--- config.mk ---
export PLATFORM = sky130hd
export DESIGN_NAME = shift_rotate_unit
export DESIGN_NICKNAME = d
export VERILOG_FILES = /design/src/rtl/sru_pkg.sv /design/src/rtl/sru_step.sv /design/src/rtl/shift_rotate_unit.sv
export SDC_FILE = /design/constraint.sdc
export NUM_CORES = 1
export LEC_CHECK = 0
export ABC_AREA = 1
export CAP_MARGIN = 10
export CORE_MARGIN = 8
export CORE_UTILIZATION = 57
export DETAILED_ROUTE_END_ITERATION = 10
export DONT_BUFFER_PORTS = 1
export HOLD_SLACK_MARGIN = 0.15
export PLACE_DENSITY_LB_ADDON = 0.1
export SKIP_LAST_GASP = 1
export SLEW_MARGIN = 20
export SYNTH_ARGS = -nofsm -noshare
export SYNTH_HDL_FRONTEND = slang
export SYNTH_SLANG_ARGS = --single-unit
--- constraint.sdc ---
create_clock -name clk -period 1.65 [get_ports clk]
set_input_delay 0.33 -clock clk [delete_from_list [all_inputs] [get_ports clk]]
set_output_delay 0.33 -clock clk [all_outputs]
set_load 0.01 [all_outputs]
--- src/rtl/sru_pkg.sv ---
// Shared op encodings and FSM state type for the shift/rotate unit and Mini_SRC decode.
package sru_pkg;

  localparam logic [2:0] OP_SHR  = 3'b000;
  localparam logic [2:0] OP_SHL  = 3'b001;
  localparam logic [2:0] OP_ROR  = 3'b010;
  localparam logic [2:0] OP_ROL  = 3'b011;
  localparam logic [2:0] OP_SHRA = 3'b100;

  typedef enum logic [1:0] {
    S_IDLE = 2'b00,
    S_RUN  = 2'b01,
    S_DONE = 2'b10
  } state_t;

endpackage

--- src/rtl/sru_step.sv ---
// Combinational single-step shifter/rotator: moves i_x by i_k (0..STEP) positions.
// Sign-fill input exists only when SHIFT_ROTATE_SHRA_EN is defined.
module sru_step
  import sru_pkg::*;
#(
  parameter int WIDTH = 32,
  parameter int STEP  = 1,
  localparam int KW   = $clog2(STEP + 1)
) (
  input  logic [WIDTH-1:0] i_x,
  input  logic [2:0]       i_op,
`ifdef SHIFT_ROTATE_SHRA_EN
  input  logic             i_fill,
`endif
  input  logic [KW-1:0]    i_k,
  output logic [WIDTH-1:0] o_y
);

  logic [2*WIDTH-1:0] w_dbl;

  // Rotates and sign fill are done on a double-width word so one shifter covers all cases.
  always_comb begin
    w_dbl = '0;
    o_y   = i_x;
    case (i_op)
      OP_SHR: o_y = i_x >> i_k;
      OP_SHL: o_y = i_x << i_k;
      OP_ROR: begin
        w_dbl = {i_x, i_x} >> i_k;
        o_y   = w_dbl[WIDTH-1:0];
      end
      OP_ROL: begin
        w_dbl = {i_x, i_x} << i_k;
        o_y   = w_dbl[2*WIDTH-1:WIDTH];
      end
`ifdef SHIFT_ROTATE_SHRA_EN
      OP_SHRA: begin
        w_dbl = {{WIDTH{i_fill}}, i_x} >> i_k;
        o_y   = w_dbl[WIDTH-1:0];
      end
`endif
      default: o_y = i_x;
    endcase
  end

endmodule

--- src/rtl/shift_rotate_unit.sv ---
// Multi-cycle shift/rotate unit with start/done handshake, up to STEP bits per RUN cycle.
// Define SHIFT_ROTATE_SHRA_EN to build arithmetic shift right (op 100).
module shift_rotate_unit
  import sru_pkg::*;
#(
  parameter int WIDTH = 32,
  parameter int STEP  = 1
) (
  input  logic             clk,
  input  logic             clr_n,
  input  logic             start,
  input  logic [2:0]       op,
  input  logic [WIDTH-1:0] a,
  input  logic [WIDTH-1:0] amount,
  output logic             busy,
  output logic             done,
  output logic [WIDTH-1:0] result
);

  localparam int LW = $clog2(WIDTH);
  localparam int CW = LW + 1;
  localparam int KW = $clog2(STEP + 1);
  localparam logic [WIDTH-1:0] AMT_MAX  = WIDTH'(WIDTH);
  localparam logic [CW-1:0]    CNT_FULL = CW'(WIDTH);
  localparam logic [CW-1:0]    STEP_C   = CW'(STEP);

  state_t           r_state;
  logic [2:0]       r_op;
  logic [CW-1:0]    r_count;
  logic [WIDTH-1:0] r_result;
`ifdef SHIFT_ROTATE_SHRA_EN
  logic             r_sign;
`endif

  logic [CW-1:0]    w_shift_n;
  logic [CW-1:0]    w_n;
  logic [CW-1:0]    w_k;
  logic [WIDTH-1:0] w_step;

  // Shifts saturate at WIDTH on the full amount; rotates only need amount mod WIDTH.
  assign w_shift_n = (amount >= AMT_MAX) ? CNT_FULL : CW'(amount);

  always_comb begin
    w_n = '0;
    case (op)
      OP_SHR, OP_SHL: w_n = w_shift_n;
      OP_ROR, OP_ROL: w_n = CW'(amount[LW-1:0]);
`ifdef SHIFT_ROTATE_SHRA_EN
      OP_SHRA:        w_n = w_shift_n;
`endif
      default:        w_n = '0;
    endcase
  end

  assign w_k = (r_count < STEP_C) ? r_count : STEP_C;

  sru_step #(
    .WIDTH (WIDTH),
    .STEP  (STEP)
  ) u_step (
    .i_x    (r_result),
    .i_op   (r_op),
`ifdef SHIFT_ROTATE_SHRA_EN
    .i_fill (r_sign),
`endif
    .i_k    (KW'(w_k)),
    .o_y    (w_step)
  );

  always_ff @(posedge clk or negedge clr_n) begin
    if (!clr_n) begin
      r_state  <= S_IDLE;
      r_op     <= OP_SHR;
      r_count  <= '0;
      r_result <= '0;
`ifdef SHIFT_ROTATE_SHRA_EN
      r_sign   <= 1'b0;
`endif
    end else begin
      case (r_state)
        S_IDLE, S_DONE: begin
          if (start) begin
            r_result <= a;
            r_op     <= op;
            r_count  <= w_n;
`ifdef SHIFT_ROTATE_SHRA_EN
            r_sign   <= a[WIDTH-1];
`endif
            r_state  <= (w_n != '0) ? S_RUN : S_DONE;
          end else begin
            r_state  <= S_IDLE;
          end
        end
        S_RUN: begin
          r_result <= w_step;
          r_count  <= r_count - w_k;
          if (r_count == w_k) r_state <= S_DONE;
        end
        default: r_state <= S_IDLE;
      endcase
    end
  end

  assign busy   = (r_state == S_RUN);
  assign done   = (r_state == S_DONE);
  assign result = r_result;

endmodule

==> results of run 1 <==
## worst max-delay path by stage
| stage | end | slack, ps | cells after the start |
|---|---|---|---|
| after floorplan | r_count[4] | 4 | 12 |
| after global placement | r_count[4] | 20 | 11 |
| after detailed placement | r_count[4] | -30 | 11 |
| after CTS | busy | -5 | 3 |
| after global routing | result[20] | -70 | 9 |
| final | r_count[2] | 0.6 | 10 |
## metal layers
metal,track usage [%],vias up,wire (um)
li1,-,1332,-
met1,26.0,1278,3230
met2,35.7,99,3910
met3,7.64,6,689
met4,6.21,0,62
met5,0,-,0
## through the flow
step | TNS, ps | cells | cell area [sq um] | hold slack, ps
4_1_cts | -11.0 | 454 | 2970 | 152
2_1_floorplan | 0 | 400 | 2770 | 34.4
3_5_place_dp | -66.6 | 445 | 2840 | 35.8
6_report | 0 | 460 | 3140 | 160
5_1_grt | -1270 | 460 | 3140 | 162
3_3_place_gp | 0 | 445 | 2840 | 35.8
## repair_timing
item,4_1_cts,5_1_grt
buffers inserted,0,6
gates cloned,1,0
hold endpoints to repair,43,0
resized for setup,4,38
setup endpoints to repair,3,35
hold buffers,2,0
pin swaps,1,6
## sequential cells by signal, summed over array words and instances, names as in the netlist
| signal | count |
|---|---|
| r_op | 3 |
| result | 32 |
| r_count | 6 |
| r_state | 2 |
## worst register-to-register path, cell delays in order, from the launching register on
cell and delay [ps]:
sky130_fd_sc_hd__dfrtp_1 410, sky130_fd_sc_hd__inv_2 80, sky130_fd_sc_hd__nand2_2 70, sky130_fd_sc_hd__nor2_4 160
sky130_fd_sc_hd__nand3_4 130, sky130_fd_sc_hd__nand2_4 130, sky130_fd_sc_hd__ha_4 150, sky130_fd_sc_hd__nor2_4 40
sky130_fd_sc_hd__xor2_1 140, sky130_fd_sc_hd__o21ai_1 130, sky130_fd_sc_hd__o22ai_1 100
## placed cells by master, fill, tap and decap left out, drive strengths merged, types with 2 or more instances in the layout
master and count:
o21ai 42, nand3 9, dfrtp 43, clkbuf 6, o211ai 3, buf 23
a21oi 10, inv 41, ha 2, o221ai 29, clkinvlp 2, nor2 25
nand2 157, xor2 2, o22ai 5
## cell families after synthesis
group | Yosys count
simple gates | 193
compound gates | 92
buf+inv | 68
flops | 43
xor+xnor | 2
fa+ha+maj | 2
## where the power goes
group | switching [W] | internal, W
Sequential | 0.000636 | 0.00157
Combinational | 0.00241 | 0.00150
Clock | 0.000346 | 0.000283
Total | 0.00340 | 0.00336
## final cells by class
cell class                      count  area (sq um)  share of cell area [%]
Clock buffer                        6          72.6                    2.31
Sequential cell                    43          1080                    34.3
Timing Repair inverter              1          5.00                   0.159
Timing Repair Buffer               24           263                    8.37
Tap cell                           54          67.6                    2.15
Inverter                           43           171                    5.46
Multi-Input combinational cell    289          1490                    47.3
==> impl_metrics.yaml, run 1 <==
drt:
  via_count: 2715
  drt-wirelength-per-cell_um: 17.2
  avgViaCountPerCell: 5.90
  drt_first_pass_iters: 4
  wl_mm: 7.90
  drt.antenna.violating_nets: 0
  drt_iter0_drc: 132
  dr_drc_count: 0
worst_setup_path:
  endpoint_kind: "register"
  crit-reg2reg-capture: "r_count[2]"
  reg2regPathDepth: 10
  cp_max_fo: 4
  critical-path-slowest-cell: "sky130_fd_sc_hd__dfrtp_1"
  worst_path_largest_cell_delay_ps: 410
  critPathLaunch: "r_count[3]"
  criticalPathCategory: "register to register"
  regToRegSetupSlack_ps: 0.6
  crit_path_start_kind: "register"
  worstPathBufferInverterCount: 1
  timing.critical_path.required_ps: 1830
  critical_path.cell_chain: "inv_2, nand2_2, nor2_4, nand3_4, nand2_4, ha_4, nor2_4, xor2_1, o21ai_1, o22ai_1"
  worst_path_dominant_cell_family: "simple AND/OR/NAND/NOR gates"
  path_common_cell: "sky130_fd_sc_hd__nor2_4"
  arrival_ps: 1830
  critical_register_to_register_path_startpoint: "r_count[3]"
placement:
  port-buffer-count: 0
  post-dp-hpwl_mm: 5.61
  dpl_worst_slack_ps: -34.1
  place.gp.congestion: 0.850
pwr:
  ir_drop_uv: 978
  power.density_nw_per_um2: 2150
  fin_total_pwr_w: 0.00675
  static-leakage-power_nw: 1.58
yosys:
  yosysTopAreaCellShare_pct: 39.0
  synthDistinctLibCells: 29
  synth_seq_cells: 43
  post-synth-top-count-cell: "sky130_fd_sc_hd__nand2_1"
  post_synth_xor_area_fraction_pct: 0.635
  asyncSetResetFlopFracSynth_pct: 100
  compound_gate_portion_of_the_synthesized_area_pct: 21.4
  synth.yosys.seq_area_share_pct: 39.0
  synthesis.instances: 400
  average_size_of_a_mapped_cell_sq_um: 6.90
  synth_commonest_cells: "sky130_fd_sc_hd__nand2_1 (155), sky130_fd_sc_hd__dfrtp_1 (43), sky130_fd_sc_hd__inv_1 (38), sky130_fd_sc_hd__o21ai_0 (33), sky130_fd_sc_hd__o221ai_1 (29)"
  synth_adder_area_share_pct: 0.907
  syn-cell-area_sq_um: 2760
  post_synth_main_area_contributors: "sky130_fd_sc_hd__dfrtp_1 (39%), sky130_fd_sc_hd__nand2_1 (21%), sky130_fd_sc_hd__o221ai_1 (9.2%)"
  synth_enable_flop_cells: 0
  synthFlopType: "sky130_fd_sc_hd__dfrtp_1"
  cell_accounting_for_the_most_synthesized_area: "sky130_fd_sc_hd__dfrtp_1"
  synth_simple_gate_area_share_pct: 27.5
  mappedNetlistNets: 472
  synth-warning-count: 0
  synth.mux.area_fraction_pct: 0
  synth_top_family_by_area: "simple AND/OR/NAND/NOR gates"
timing:
  fmax_ghz: 0.606
  grt_setup_unrepaired: "yes"
  final.period_utilization_pct: 100
  clock_skew_ps: 6.27
  final_max_slew_viol_count: 0
  setup-violations-final: 0
  timing_worst_slew_pin_value_ps: 306
  fin_ws_ps: 0.568
  hold_violations: 0
  finalWorstPathRequiredPeriod_ps: 1650
  slew_headroom_pct: 79.6
clock_tree:
  ctsLongestPathBuffers: 2
  insertion_delay_ps: 300
  root_buffer: "sky130_fd_sc_hd__clkbuf_8"
  clk_pin_slew_ps: 80
  cts.sinks: 43
  cts-buffers-inserted: 5
  tritoncts: "built"
  clock_tree.htree_level_count: 2
global_route:
  grt_pass1_wl_mm: 12.9
  maximum_number_of_pins_on_one_net_before_global_route_repair: 44
  grt_antenna_before_repair: 0
  first_global_vias: 2811
  groute.usage.overall_pct: 21.7
  grt.overflow.total: 0
hold_path:
  timing.hold.worst_path_depth: 2
  timing.hold.worst.start: "op[0]"
  timing.hold.worst.class: "primary input to register"
  min_delay_worst_endpoint: "r_op[0]"
finish:
  num-fill-cells: 420
  post_route_utilization_pct: 66.9
  design.final.nets: 479
  layout-drive-gt1-share_pct: 16.0
  area_added_between_synthesis_and_finish_pct: 13.8
  n_antenna_cell: 0
die:
  std_cell_rows: 25
  die-height_um: 85.6
  io_pins: 104
  die_w_um: 85.6
  dieArea_sq_um: 7320
  initial_utilization_pct: 58.8
  core_sq_um: 4690
flow_run:
  maxCapViolations: 0
run_status:
  status: "completed"
No activity file was read; power rests on OpenSTA's default activity.
==> run 2, diff against run 1 <==
--- a/config.mk
+++ b/config.mk
@@ -8,11 +8,12 @@
 export ABC_AREA = 1
 export CAP_MARGIN = 10
 export CORE_MARGIN = 8
-export CORE_UTILIZATION = 57
+export CORE_UTILIZATION = 64
 export DETAILED_ROUTE_END_ITERATION = 10
 export DONT_BUFFER_PORTS = 1
 export HOLD_SLACK_MARGIN = 0.15
 export PLACE_DENSITY_LB_ADDON = 0.1
+export SETUP_SLACK_MARGIN = 0.1
 export SKIP_LAST_GASP = 1
 export SLEW_MARGIN = 20
 export SYNTH_ARGS = -nofsm -noshare
==> constraint.sdc (replaced) <==
create_clock -name clk -period 1.55 [get_ports clk]
set_input_delay 0.31 -clock clk [delete_from_list [all_inputs] [get_ports clk]]
set_output_delay 0.31 -clock clk [all_outputs]
set_load 0.01 [all_outputs]
==> run 2 against run 1 <==
The run now ends with setup timing left. Wire length up 7.0%. Setup slack worse by 58 ps. Fmax up 2.6%. Worst hold slack better by 15 ps. Critical endpoint is now r_count[4]. Highest routed layer unchanged.
==> impl_metrics.yaml, run 2 (synthesis results as in run 1) <==
run_status:
  status: "finished with violations"
  violations: "setup timing"
timing:
  fmax_ghz: 0.622
  hold_violations: 0
  fin_ws_ps: -57.3
  slew_headroom_pct: 81.2
  clock_skew_ps: 7.16
  timing_worst_slew_pin_value_ps: 282
  fin_hold_ws_ps: 175
  setup-violations-final: 24
  final_max_slew_viol_count: 0
  finalWorstPathRequiredPeriod_ps: 1610
  grt_setup_unrepaired: "yes"
  final.period_utilization_pct: 104
drt:
  avgViaCountPerCell: 6.02
  wl_mm: 8.45
  route.met3.wl_um: 750
  met1_length_mm: 3.22
  dr_drc_count: 0
  drt_first_pass_iters: 4
  via_count: 2906
  top_signal_layer_used: "met4"
  drt_iter0_drc: 174
  drt.antenna.violating_nets: 0
  detailroute.wirelength.met2_mm: 4.37
  drt-wirelength-per-cell_um: 17.5
placement:
  place.detailed.instances: 453
  port-buffer-count: 0
  place.gp.congestion: 0.828
  post-dp-hpwl_mm: 5.55
  place_area_sq_um: 2950
finish:
  post_route_utilization_pct: 81.9
  layout.cells.most_common: "sky130_fd_sc_hd__nand2_1"
  design.final.nets: 502
  layout.cells.non_filler: 483
  largest_reg_flops: 32
  n_antenna_cell: 0
  area_added_between_synthesis_and_finish_pct: 26.6
  most-common-layout-cells: "sky130_fd_sc_hd__nand2_1 (142), sky130_fd_sc_hd__dfrtp_1 (43), sky130_fd_sc_hd__inv_1 (34)"
  layout-drive-gt1-share_pct: 25.5
  fin_area_sq_um: 3490
  num-fill-cells: 288
hold_path:
  timing.hold.worst.class: "primary input to register"
worst_setup_path:
  critical-path-slowest-cell: "sky130_fd_sc_hd__dfrtp_1"
  cp_max_fo: 5
  crit_path_start_kind: "register"
  arrival_ps: 1820
  critical_path.cell_chain: "inv_2, nand2_2, nor2_4, nand3_4, nand2_4, ha_4, nor2_4, nand3_2, xor2_1, o21ai_1, o22ai_1"
  worst_path_largest_cell_delay_ps: 400
  endpoint_kind: "register"
  timing.critical_path.required_ps: 1760
  criticalPathCategory: "register to register"
  path_common_cell: "sky130_fd_sc_hd__nor2_4"
die:
  die-height_um: 81.7
  io_pins: 104
  die_w_um: 81.7
  core_sq_um: 4260
  dieArea_sq_um: 6670
  initial_utilization_pct: 64.7
  std_cell_rows: 24
global_route:
  groute.usage.overall_pct: 23.8
  grt.overflow.total: 0
  maximum_number_of_pins_on_one_net_before_global_route_repair: 44
  first_global_vias: 2648
  grt_antenna_before_repair: 0
  grt_pass1_wl_mm: 12.6
pwr:
  power.density_nw_per_um2: 2360
  static-leakage-power_nw: 1.74
  ir_drop_uv: 1270
clock_tree:
  tritoncts: "built"
  clock_tree.htree_level_count: 2
  root_buffer: "sky130_fd_sc_hd__clkbuf_8"
  ctsLongestPathBuffers: 2
  cts-buffers-inserted: 5
  insertion_delay_ps: 300
  cts.sinks: 43
  clk_pin_slew_ps: 70
flow_run:
  maxCapViolations: 0
-- run 2: metrics by stage --
stage	worst slack [ps]	power, W	TNS [ps]
5_1_grt	-121	0.00888	-2360
4_1_cts	-6.11	0.00753	-7.85
6_report	-57.3	0.00826	-450
2_1_floorplan	-13.6	0.00508	-13.6
3_3_place_gp	-4.05	0.00607	-8.08
3_5_place_dp	-72.5	0.00617	-1460
-- run 2: cell type report --
class                      instances  area [sq um]  area share (%)
timing repair buffer              48           489            14.0
inverter                          43           171            4.91
tap                               52          65.1            1.86
sequential                        43          1080            30.8
clock buffer                       7          76.3            2.19
multi-input combinational        289          1610            46.1
clock inverter                     1          5.00           0.143
-- run 2: where the power goes --
part	switching (W)	leakage [nW]	total, W	internal (W)
Clock	0.000379	0.0422	0.000696	0.000317
Combinational	0.00294	1.16	0.00515	0.00221
Sequential	0.000741	0.536	0.00241	0.00167
-- run 2: layer usage --
layer	up-vias	global-route usage, %
met2	132	38.0
met1	1368	30.4
met3	16	7.77
met5	-	0
li1	1390	-
met4	0	5.96
-- run 2: path summary, 6_finish.rpt --
kind	startpoint	endpoint	slack [ps]	depth (start not counted)
min	op[2]	r_op[2]	170	2
min reg2reg	r_op[1]	r_op[1]	560	2
max	r_count[3]	r_count[4]	-60	11
max in group asynchronous	clr_n	result[5]	850	2
min in group asynchronous	clr_n	r_count[2]	490	2
max reg2reg	r_count[3]	r_count[4]	-60	11
-- run 2: what timing repair did --
| action | CTS | global route |
|---|---|---|
| hold buffers | 3 | 0 |
| resized for setup | 60 | 30 |
| hold endpoints to repair | 44 | 0 |
| setup buffers | 3 | 12 |
| gates cloned | 4 | 0 |
| pin swaps | 44 | 29 |
| endpoints found under the setup margin | 36 | 39 |
-- run 2: critical path: cells and delay by family, from the launching register on --
family	cells	cell delay [ps]
buf+inv	1	70
fa+ha+maj	1	140
simple gates	6	530
xor+xnor	1	160
compound gates	2	210
flops	1	400
==> run 3, diff against run 2 <==
--- a/config.mk
+++ b/config.mk
@@ -11,9 +11,9 @@
 export CORE_UTILIZATION = 64
 export DETAILED_ROUTE_END_ITERATION = 10
 export DONT_BUFFER_PORTS = 1
+export GPL_TIMING_DRIVEN = 0
 export HOLD_SLACK_MARGIN = 0.15
 export PLACE_DENSITY_LB_ADDON = 0.1
-export SETUP_SLACK_MARGIN = 0.1
 export SKIP_LAST_GASP = 1
 export SLEW_MARGIN = 20
 export SYNTH_ARGS = -nofsm -noshare
==> run 3 against run 2 <==
The flow still finishes with violations (setup timing). Count of clock-buffer cells in the layout is 1 lower. First-iteration DRC count increased by 78%. Highest routed layer unchanged. Setup slack lost 200 ps. Critical path type unchanged. Largest cell class unchanged. Fmax shrank 11%. Clock power up 6.0%.
==> impl_metrics.yaml, run 3 (synthesis results as in run 1) <==
run_status:
  violations: "setup timing"
  status: "finished with violations"
clock_tree:
  insertion_delay_ps: 300
  cts.sinks: 43
  ctsLongestPathBuffers: 2
  root_buffer: "sky130_fd_sc_hd__clkbuf_8"
  clock_tree.htree_level_count: 2
  cts-buffers-inserted: 5
  clk_pin_slew_ps: 90
  tritoncts: "built"
timing:
  fin_ws_ps: -253
  setup-violations-final: 35
  final_max_slew_viol_count: 0
  timing_worst_slew_pin_value_ps: 426
  fmax_ghz: 0.555
  finalSetupTns_ps: -2430
  slew_headroom_pct: 71.6
  clock_skew_ps: 8.70
  hold_violations: 0
  grt_setup_unrepaired: "yes"
  final.period_utilization_pct: 116
  finalWorstPathRequiredPeriod_ps: 1800
finish:
  layout-drive-gt1-share_pct: 23.1
  largest_reg_flops: 32
  area_added_between_synthesis_and_finish_pct: 23.0
  design.final.nets: 501
  post_route_utilization_pct: 79.6
  layout.cells.most_common: "sky130_fd_sc_hd__nand2_1"
  multi_input_area_sq_um: 1630
  most-common-layout-cells: "sky130_fd_sc_hd__nand2_1 (136), sky130_fd_sc_hd__dfrtp_1 (43), sky130_fd_sc_hd__inv_1 (35)"
  final-seq-area_sq_um: 1080
  fin_area_sq_um: 3390
  num-fill-cells: 297
  n_antenna_cell: 0
pwr:
  ir_drop_uv: 1150
  power.density_nw_per_um2: 2350
  static-leakage-power_nw: 1.71
  fin_total_pwr_w: 0.00799
drt:
  avgViaCountPerCell: 6.15
  drt.antenna.violating_nets: 0
  drt_iter0_drc: 309
  wl_mm: 8.70
  drt_first_pass_iters: 5
  dr_drc_count: 0
  via_count: 2958
  drt-wirelength-per-cell_um: 18.1
worst_setup_path:
  timing.critical_path.required_ps: 1710
  crit_path_start_kind: "register"
  arrival_ps: 1960
  critical_register_to_register_path_startpoint: "r_count[5]"
  criticalPathCategory: "register to register"
  reg2regPathDepth: 11
  cp_max_fo: 4
  endpoint_kind: "register"
  critPathLaunch: "r_count[5]"
placement:
  place_area_sq_um: 2860
  port-buffer-count: 0
  post-dp-hpwl_mm: 5.67
  place.gp.congestion: 0.845
die:
  die-height_um: 81.7
  std_cell_rows: 24
  core_sq_um: 4260
  die_w_um: 81.7
  dieArea_sq_um: 6670
  io_pins: 104
  initial_utilization_pct: 64.7
global_route:
  groute.usage.overall_pct: 25.6
  grt.overflow.total: 0
  met2_usage_pct: 41.3
  maximum_number_of_pins_on_one_net_before_global_route_repair: 44
  grt_util_met1_pct: 30.8
  grt_pass1_wl_mm: 13.3
  most_crowded_layer_gr: "met2"
  groute.layer.met3.usage_pct: 7.77
  grt_antenna_before_repair: 0
  first_global_vias: 2895
hold_path:
  timing.hold.worst.start: "a[20]"
  timing.hold.worst_path_depth: 4
  timing.hold.worst.class: "primary input to register"
flow_run:
  maxCapViolations: 0
## run 3: metal layers
layer	vias up	share of wire [%]
li1	1378	-
met1	1403	38
met2	152	50
met3	25	9.5
met4	0	2.5
met5	-	0
## run 3: power by group
group | internal, W | switching (W)
Sequential | 0.00167 | 0.000754
Combinational | 0.00190 | 0.00293
Clock | 0.000350 | 0.000388
Total | 0.00392 | 0.00407
## run 3: worst paths after layout
path,endpoint,slack (ps)
max,r_count[2],-250
min,result[20],230
max reg2reg,r_count[2],-250
min reg2reg,r_op[1],580
max in group asynchronous,result[5],860
min in group asynchronous,r_state[1],470
## run 3: critical path, stage by stage, from the launching register on
cell and delay [ps]:
sky130_fd_sc_hd__dfrtp_1 410, sky130_fd_sc_hd__inv_2 70, sky130_fd_sc_hd__nand2_2 60, sky130_fd_sc_hd__nor2_4 140, sky130_fd_sc_hd__nand3_4 100, sky130_fd_sc_hd__buf_6 160, sky130_fd_sc_hd__nand2_4 80, sky130_fd_sc_hd__ha_4 140
sky130_fd_sc_hd__nor2_4 40, sky130_fd_sc_hd__xor2_1 150, sky130_fd_sc_hd__o21ai_1 180, sky130_fd_sc_hd__o22ai_1 140
## run 3: stage by stage
step | setup slack [ps] | std cells | hold WS, ps
CTS | -98.6 | 480 | 228
finish | -253 | 481 | 231
floorplan | -13.6 | 400 | 14.4
global route | -284 | 481 | 243
detailed placement | -199 | 452 | 15.8
global placement | -133 | 452 | 15.9
## run 3: cell type report
class	instances	share of cell area, %
multi-input cells	289	47.9
flip-flops and latches	43	31.7
repair buffers	23	6.38
inverters	43	4.79
plain buffers	24	4.75
clock buffers	6	2.43
well taps	52	1.92
clock inverters	1	0.147
## run 3: timing repair
action                                 in CTS  in global routing
hold buffers                                4                  0
gates cloned                                1                  0
buffers inserted                           17                  1
resized for setup                          42                 31
pin swaps                                  11                 12
setup endpoints to repair                  38                 40
endpoints found under the hold margin      45                  0
